==> src/rtl/fetch_unit_pkg.sv <==
// Shared pipeline definitions for the IF stage: reset/NOP defaults, widths,
// the fetch FSM state type and the fetch-queue entry layout.
package fetch_unit_pkg;

  localparam int          INSTR_W       = 32;
  localparam logic [31:0] DEF_RESET_PC  = 32'h0000_0000;
  localparam logic [31:0] DEF_NOP_INSTR = 32'h0000_0000;
  localparam logic [31:0] PC_STEP       = 32'd4;

  typedef enum logic {
    ST_RUN   = 1'b0,
    ST_DRAIN = 1'b1
  } fetch_state_e;

  typedef struct packed {
    logic [31:0]        pc;
    logic [INSTR_W-1:0] instr;
  } fetch_entry_t;

  // Fetch addresses are always word aligned; low bits are discarded.
  function automatic logic [31:0] align_pc(input logic [31:0] pc);
    return {pc[31:2], 2'b00};
  endfunction

endpackage

==> src/rtl/fetch_unit_queue.sv <==
// fetch_queue: synchronous FIFO with push/pop/flush. A pop is honoured only
// when not empty; a push at full is honoured when a pop happens in the same
// cycle. Flush empties the FIFO and overrides push/pop.
module fetch_queue #(
  parameter int DATA_W = 64,
  parameter int DEPTH  = 4
) (
  input  logic                   clk,
  input  logic                   rst,
  input  logic                   push,
  input  logic [DATA_W-1:0]      push_data,
  input  logic                   pop,
  input  logic                   flush,
  output logic [DATA_W-1:0]      head_data,
  output logic                   full,
  output logic                   empty,
  output logic [$clog2(DEPTH):0] count
);

  localparam int PTR_W = $clog2(DEPTH);
  localparam int CNT_W = PTR_W + 1;

  logic [DATA_W-1:0] mem_q [DEPTH];
  logic [PTR_W-1:0]  wr_ptr_q, wr_ptr_d;
  logic [PTR_W-1:0]  rd_ptr_q, rd_ptr_d;
  logic [CNT_W-1:0]  count_q, count_d;
  logic              do_push, do_pop;

  // Pointer and occupancy update; flush has priority over push and pop.
  always_comb begin
    do_pop   = pop && (count_q != '0) && !flush;
    do_push  = push && !flush && ((count_q != CNT_W'(DEPTH)) || do_pop);
    wr_ptr_d = wr_ptr_q;
    rd_ptr_d = rd_ptr_q;
    count_d  = count_q;
    if (flush) begin
      wr_ptr_d = '0;
      rd_ptr_d = '0;
      count_d  = '0;
    end else begin
      if (do_push) wr_ptr_d = wr_ptr_q + 1'b1;
      if (do_pop)  rd_ptr_d = rd_ptr_q + 1'b1;
      count_d = count_q + CNT_W'(do_push) - CNT_W'(do_pop);
    end
  end

  // Control state register.
  always_ff @(posedge clk) begin
    if (rst) begin
      wr_ptr_q <= '0;
      rd_ptr_q <= '0;
      count_q  <= '0;
    end else begin
      wr_ptr_q <= wr_ptr_d;
      rd_ptr_q <= rd_ptr_d;
      count_q  <= count_d;
    end
  end

  // Storage write; contents are not reset since empty masks them.
  always_ff @(posedge clk) begin
    if (do_push) mem_q[wr_ptr_q] <= push_data;
  end

  assign head_data = mem_q[rd_ptr_q];
  assign full      = (count_q == CNT_W'(DEPTH));
  assign empty     = (count_q == '0);
  assign count     = count_q;

  overflow_chk: assert property (@(posedge clk) disable iff (rst)
    !(push && !flush && full && !(pop && !empty)));

endmodule

==> src/rtl/fetch_unit.sv <==
// fetch_unit: IF stage. Owns the PC, issues in-order instruction memory
// requests, buffers returned words and presents one {pc, instr} per cycle to
// IF/ID. Redirects flush the queue and discard responses still in flight.
// Optional build macro FETCH_PERF_CNT_EN adds saturating perf counters.
module fetch_unit
  import fetch_unit_pkg::*;
#(
  parameter logic [31:0] RESET_PC  = DEF_RESET_PC,
  parameter int          FQ_DEPTH  = 4,
  parameter logic [31:0] NOP_INSTR = DEF_NOP_INSTR
) (
  input  logic        clk,
  input  logic        rst,
  output logic        imem_req_valid,
  output logic [31:0] imem_req_addr,
  input  logic        imem_req_ready,
  input  logic        imem_rsp_valid,
  input  logic [31:0] imem_rsp_data,
  input  logic        stall,
  input  logic        redirect_valid,
  input  logic [31:0] redirect_pc,
  output logic        fetch_valid,
  output logic [31:0] pc_out,
  output logic [31:0] instr_out
`ifdef FETCH_PERF_CNT_EN
  ,
  output logic [31:0] perf_stall_cyc,
  output logic [31:0] perf_flush_cnt,
  output logic [31:0] perf_empty_cyc
`endif
);

  localparam int CNT_W = $clog2(FQ_DEPTH) + 1;
  localparam int SUM_W = CNT_W + 1;
  // Outstanding includes stale requests, which are not bounded by the queue
  // depth, so the counter gets headroom and issue stops at its ceiling.
  localparam int              OUT_W   = $clog2(FQ_DEPTH) + 5;
  localparam logic [OUT_W-1:0] OUT_MAX = '1;

  fetch_state_e     state_q, state_d;
  logic [31:0]      fetch_pc_q, fetch_pc_d;
  logic [OUT_W-1:0] outstanding_q, outstanding_d;
  logic [OUT_W-1:0] kill_cnt_q, kill_cnt_d;
  logic [OUT_W-1:0] kill_on_redirect;

  logic             req_fire, rsp_fire, rsp_keep;
  logic [SUM_W-1:0] occ_sum;

  logic             dq_pop, dq_full, dq_empty;
  logic [CNT_W-1:0] dq_count;
  fetch_entry_t     dq_head, dq_in;

  logic             tag_full, tag_empty;
  logic [CNT_W-1:0] tag_count;
  logic [31:0]      tag_head;

  // Issue decision: live words (queued + live outstanding) must fit the queue.
  always_comb begin
    occ_sum        = {1'b0, dq_count} + {1'b0, tag_count};
    imem_req_valid = !rst && !redirect_valid &&
                     (occ_sum < SUM_W'(FQ_DEPTH)) && (outstanding_q != OUT_MAX);
    imem_req_addr  = fetch_pc_q;
    req_fire       = imem_req_valid && imem_req_ready;
    rsp_fire       = imem_rsp_valid && (outstanding_q != '0);
    rsp_keep       = rsp_fire && !redirect_valid && (state_q == ST_RUN);
  end

  // PC advance and outstanding-request bookkeeping.
  always_comb begin
    fetch_pc_d       = fetch_pc_q;
    outstanding_d    = outstanding_q + OUT_W'(req_fire) - OUT_W'(rsp_fire);
    kill_on_redirect = outstanding_q - OUT_W'(rsp_fire);
    if (redirect_valid) begin
      fetch_pc_d = align_pc(redirect_pc);
    end else if (req_fire) begin
      fetch_pc_d = fetch_pc_q + PC_STEP;
    end
  end

  // Next-state logic: DRAIN while stale responses remain to be discarded.
  always_comb begin
    state_d    = state_q;
    kill_cnt_d = kill_cnt_q;
    if (redirect_valid) begin
      kill_cnt_d = kill_on_redirect;
      state_d    = (kill_on_redirect != '0) ? ST_DRAIN : ST_RUN;
    end else begin
      unique case (state_q)
        ST_RUN: begin
          kill_cnt_d = '0;
        end
        ST_DRAIN: begin
          if (rsp_fire) begin
            kill_cnt_d = kill_cnt_q - 1'b1;
            if (kill_cnt_q == OUT_W'(1)) state_d = ST_RUN;
          end
        end
        default: state_d = ST_RUN;
      endcase
    end
  end

  // Control state register.
  always_ff @(posedge clk) begin
    if (rst) begin
      state_q       <= ST_RUN;
      fetch_pc_q    <= align_pc(RESET_PC);
      outstanding_q <= '0;
      kill_cnt_q    <= '0;
    end else begin
      state_q       <= state_d;
      fetch_pc_q    <= fetch_pc_d;
      outstanding_q <= outstanding_d;
      kill_cnt_q    <= kill_cnt_d;
    end
  end

  // Tag FIFO holds the pc of each live outstanding request, in issue order;
  // stale tags are flushed on redirect so it never exceeds FQ_DEPTH.
  fetch_queue #(
    .DATA_W (32),
    .DEPTH  (FQ_DEPTH)
  ) u_tag_fifo (
    .clk       (clk),
    .rst       (rst),
    .push      (req_fire),
    .push_data (fetch_pc_q),
    .pop       (rsp_keep),
    .flush     (redirect_valid),
    .head_data (tag_head),
    .full      (tag_full),
    .empty     (tag_empty),
    .count     (tag_count)
  );

  assign dq_in  = '{pc: tag_head, instr: imem_rsp_data};
  assign dq_pop = fetch_valid && !stall;

  // Data queue: head entry drives the IF/ID outputs directly.
  fetch_queue #(
    .DATA_W (64),
    .DEPTH  (FQ_DEPTH)
  ) u_data_q (
    .clk       (clk),
    .rst       (rst),
    .push      (rsp_keep),
    .push_data (dq_in),
    .pop       (dq_pop),
    .flush     (redirect_valid),
    .head_data (dq_head),
    .full      (dq_full),
    .empty     (dq_empty),
    .count     (dq_count)
  );

  assign fetch_valid = !dq_empty;
  assign pc_out      = fetch_valid ? dq_head.pc    : 32'h0;
  assign instr_out   = fetch_valid ? dq_head.instr : NOP_INSTR;

  drain_state_chk: assert property (@(posedge clk) disable iff (rst)
    (state_q == ST_DRAIN) == (kill_cnt_q != '0));
  tag_push_chk: assert property (@(posedge clk) disable iff (rst)
    !(req_fire && tag_full));
  tag_pop_chk: assert property (@(posedge clk) disable iff (rst)
    !(rsp_keep && tag_empty));
  data_push_chk: assert property (@(posedge clk) disable iff (rst)
    !(rsp_keep && dq_full && !dq_pop));

`ifdef FETCH_PERF_CNT_EN
  logic [31:0] perf_stall_q, perf_stall_d;
  logic [31:0] perf_flush_q, perf_flush_d;
  logic [31:0] perf_empty_q, perf_empty_d;

  function automatic logic [31:0] sat_inc(input logic [31:0] v, input logic en);
    return (en && (v != 32'hFFFF_FFFF)) ? v + 32'd1 : v;
  endfunction

  // Saturating event counters.
  always_comb begin
    perf_stall_d = sat_inc(perf_stall_q, fetch_valid && stall);
    perf_flush_d = sat_inc(perf_flush_q, redirect_valid);
    perf_empty_d = sat_inc(perf_empty_q, !fetch_valid);
  end

  // Counter registers, cleared on reset.
  always_ff @(posedge clk) begin
    if (rst) begin
      perf_stall_q <= '0;
      perf_flush_q <= '0;
      perf_empty_q <= '0;
    end else begin
      perf_stall_q <= perf_stall_d;
      perf_flush_q <= perf_flush_d;
      perf_empty_q <= perf_empty_d;
    end
  end

  assign perf_stall_cyc = perf_stall_q;
  assign perf_flush_cnt = perf_flush_q;
  assign perf_empty_cyc = perf_empty_q;
`endif

endmodule

==> config.mk <==
export PLATFORM = sky130hd
export DESIGN_NAME = fetch_unit
export DESIGN_NICKNAME = d
export VERILOG_FILES = /design/src/rtl/fetch_unit_pkg.sv /design/src/rtl/fetch_unit_queue.sv /design/src/rtl/fetch_unit.sv
export SDC_FILE = /design/constraint.sdc
export NUM_CORES = 1
export LEC_CHECK = 0
export ABC_AREA = 1
export ABC_CLOCK_PERIOD_IN_PS = 12800
export BUFFER_PORTS_ARGS = -buffer_cell sky130_fd_sc_hd__clkbuf_2
export CAP_MARGIN = 10
export CORE_AREA = 4 4 202 155
export CTS_CLUSTER_DIAMETER = 150
export DETAILED_ROUTE_END_ITERATION = 10
export DIE_AREA = 0 0 206 159
export GPL_ROUTABILITY_DRIVEN = 0
export PLACE_DENSITY = 0.95
export SLEW_MARGIN = 20
export SYNTH_ARGS = -nofsm -noshare
export SYNTH_HDL_FRONTEND = slang
export SYNTH_SLANG_ARGS = --single-unit
==> constraint.sdc <==
create_clock -name clk -period 12.8 [get_ports clk]
set_input_delay 1.28 -clock clk [delete_from_list [all_inputs] [get_ports clk]]
set_output_delay 1.28 -clock clk [all_outputs]
set_load 0.02 [all_outputs]
==> flow_metrics.env <==
export IMPL_route_vias_total=13533
export IMPL_die_h_um=159
export IMPL_crit_chain="clkbuf_2 -> nor2_2 -> nand2_1 -> nor2_2 -> nand3_2 -> clkinv_1 -> nand2_1 -> inv_1 -> ha_1 -> fa_1 -> xor2_1 -> o21ai_0 -> a21oi_1"
export IMPL_hpwlAfterDp_mm=25.8
export IMPL_syn_to_final_growth_pct=12.5
export IMPL_crit_required_ns=13.28
export IMPL_start_util_pct=63.5
export IMPL_cts_path_max_buffers=3
export IMPL_outcome="completed"
export IMPL_antenna_cells=0
export IMPL_final_seq_area_sq_um=12300
export IMPL_hp_class="reg2reg"
export IMPL_multi_input_area_sq_um=5360
export IMPL_drtIter0Drc=1451
export IMPL_cts_resized=0
export IMPL_fp_dieW_um=206
export IMPL_grtUsageTotal_pct=25.9
export IMPL_setup_worst_path_end_class="flop"
export IMPL_irDropWorstVdd_mv=0.158
export IMPL_cp_startpoint="redirect_valid"
export IMPL_coreArea_sq_um=29100
export IMPL_final_common_cell="nor2_1"
export IMPL_syn_inst=1755
export IMPL_path_clk_slew_ns=0.07
export IMPL_fin_ws_ns=7.79
export IMPL_critPathMaxFanout=38
export IMPL_fillers=1845
export IMPL_grt_max_degree=119
export IMPL_finalHoldViolations=0
export IMPL_drv_slew=0
export IMPL_place_area_sq_um=19500
export IMPL_synth_area_sq_um=18400
export IMPL_post_cts_buffers=0
export IMPL_setup_tns_ns=0
export IMPL_synth_seq_cells=431
export IMPL_dr_pass1_iters=6
export IMPL_cp_start_kind="input port"
export IMPL_yosysWarnings=0
export IMPL_die_area_sq_um=32800
export IMPL_cts_hold_fix_buffers=0
export IMPL_viasPerCell=5.86
export IMPL_crit_family="buffers and inverters"
export IMPL_fin_util_pct=71.4
export IMPL_cts_sinks=431
export IMPL_cts_tree="done"
export IMPL_drive_above_1_share_pct=13.7
export IMPL_drt_total_wl_mm=44.1
export IMPL_grt_pass1_wl_mm=67.6
export IMPL_rsz0062_at_grt="false"
export IMPL_hold_slack_ns=0.467
export IMPL_p_leak_nw=7.74
export IMPL_yosysSeqAreaShare_pct=66.7
export IMPL_wl_per_cell_um=19.1
export IMPL_cp_data_arrival_time_ns=5.50
export IMPL_p_total_mw=3.16
export IMPL_clock_skew_ns=0.0298
export IMPL_dp_cells=2238
export IMPL_power_density_nw_per_um2=152
export IMPL_crit_slowest_cell="clkinv_1"
export IMPL_timing_rr_start="outstanding_q[3]$_SDFF_PP0_"
export IMPL_antenna_found_initial=0
export IMPL_drv_cap=0
export IMPL_grt_overflow_total=0
export IMPL_worstSetupPathType="in2reg"
export IMPL_num_rows=54
export IMPL_r2r_slack_ns=8.72
export IMPL_antenna_left=0
export IMPL_cts_root_buf="clkbuf_16"
export IMPL_grt_pass1_vias=13051
export IMPL_final_area_sq_um=20800
export IMPL_instances_no_fill=2308
export IMPL_drcViolationCount=0
export IMPL_max_slew_margin_pct=35.7
export IMPL_mostFrequentLayoutCells="nor2_1, edfxtp_1, nand2_1"
export IMPL_finalSetupViolCount=0
export IMPL_critical_path_buf_inv_count=3
export IMPL_max_stage_delay_ns=0.84
export IMPL_htreeDepth=2
export IMPL_min_period_ns=5.01
export IMPL_clk_latency_ns=0.56
export IMPL_preCtsSetupSlack_ns=7.34
export IMPL_portBuffers=161
export IMPL_tightest_slew_ns=0.965
export IMPL_ys_types=38
export IMPL_num_nets_final=1995
export IMPL_fmax_ghz=0.199
export IMPL_post_route_period_util_pct=39.2
export IMPL_cts_buffers=40
export IMPL_hp_start="u_data_q.rd_ptr_q[1]$_SDFFE_PP0P_"
export IMPL_avgSynthCellArea_sq_um=10.5
export IMPL_io_pins=168
[final cells by class]
type                            count  share of cell area, %
Sequential cell                   431                   59.4
Multi-Input combinational cell   1121                   25.8
Clock buffer                       50                   5.11
Inverter                          119                   2.15
Clock inverter                     20                  0.778
Timing Repair Buffer              175                   4.41
Tap cell                          392                   2.36
[path summary, 6_finish.rpt]
kind | endpoint | cells after the start
worst max-delay path | u_tag_fifo.count[2]$_SDFF_PP0_ | 13
worst min register to register | flop | 2
worst min-delay path | flop | 2
worst max register to register | u_tag_fifo.count[2]$_SDFF_PP0_ | 13
[sequential cells by signal, indices dropped and copies added, names as in the netlist, 3 cells and up, named ones only]
signal / cells
u_data_q.mem_q: 248
u_tag_fifo.mem_q: 120
imem_req_addr: 30
kill_cnt_q: 7
outstanding_q: 7
u_data_q.count: 3
u_tag_fifo.count: 3
[tightest hold or removal path: cells and delay by family (launching register included)]
family | cells | cell delay, ns
AOI/OAI and AO/OA | 1 | 0.07
DFF | 1 | 0.30
buffers and inverters | 1 | 0.05
[report_power, final]
| group | internal, mW | switching (mW) | leakage (nW) |
|---|---|---|---|
| registers | 1.58 | 0.0502 | 3.86 |
| logic | 0.137 | 0.262 | 3.29 |
| clock network | 0.615 | 0.513 | 0.580 |
| total | 2.34 | 0.826 | 7.74 |
[Yosys cell counts, drive strengths merged]
master  instances  area share [%]
nor2          411             8.5
edfxtp        368              60
nand2         222             4.5
o21ai         209             5.7
inv           118             2.4
a21oi         103             2.8
dfxtp          63             6.8
clkbuf         62             1.3
nand3          61             1.7
ha             34             2.3
o22ai          34             1.2
buf            25            0.82
xor2           12            0.57
xnor2           8            0.38
nor3            5            0.20
nand4           4            0.14
fa              3            0.33
o21a            3            0.12
nand3b          2           0.081
a211oi          1           0.041
a21boi          1           0.041
a31o            1           0.047
a31oi           1           0.034
clkinv          1           0.020
conb            1           0.020
o211ai          1           0.041
or2             1           0.034
[metal layers]
layer  global-route usage, %  vias up  part of all wire [%]
met1                    35.0     6400                    39
met4                    7.38        0                   2.4
li1                        -     6237                     -
met5                       0        -                     0
met3                    4.64       98                    11
met2                    43.5      798                    48
[logic make-up (layout without fill, tap and decap cells)]
logic type	count (synthesis)	in the layout	synth area share, %
AND/OR/NAND/NOR	706	706	15.2
flip-flops	431	431	66.7
AO/OA/AOI/OAI	354	354	9.96
buffers and inverters	206	364	4.51
adder cells (fa/ha/maj)	37	37	2.63
XOR/XNOR	20	20	0.950
other	1	4	0.0203
Note: power is estimated with default switching activity, not from simulation.
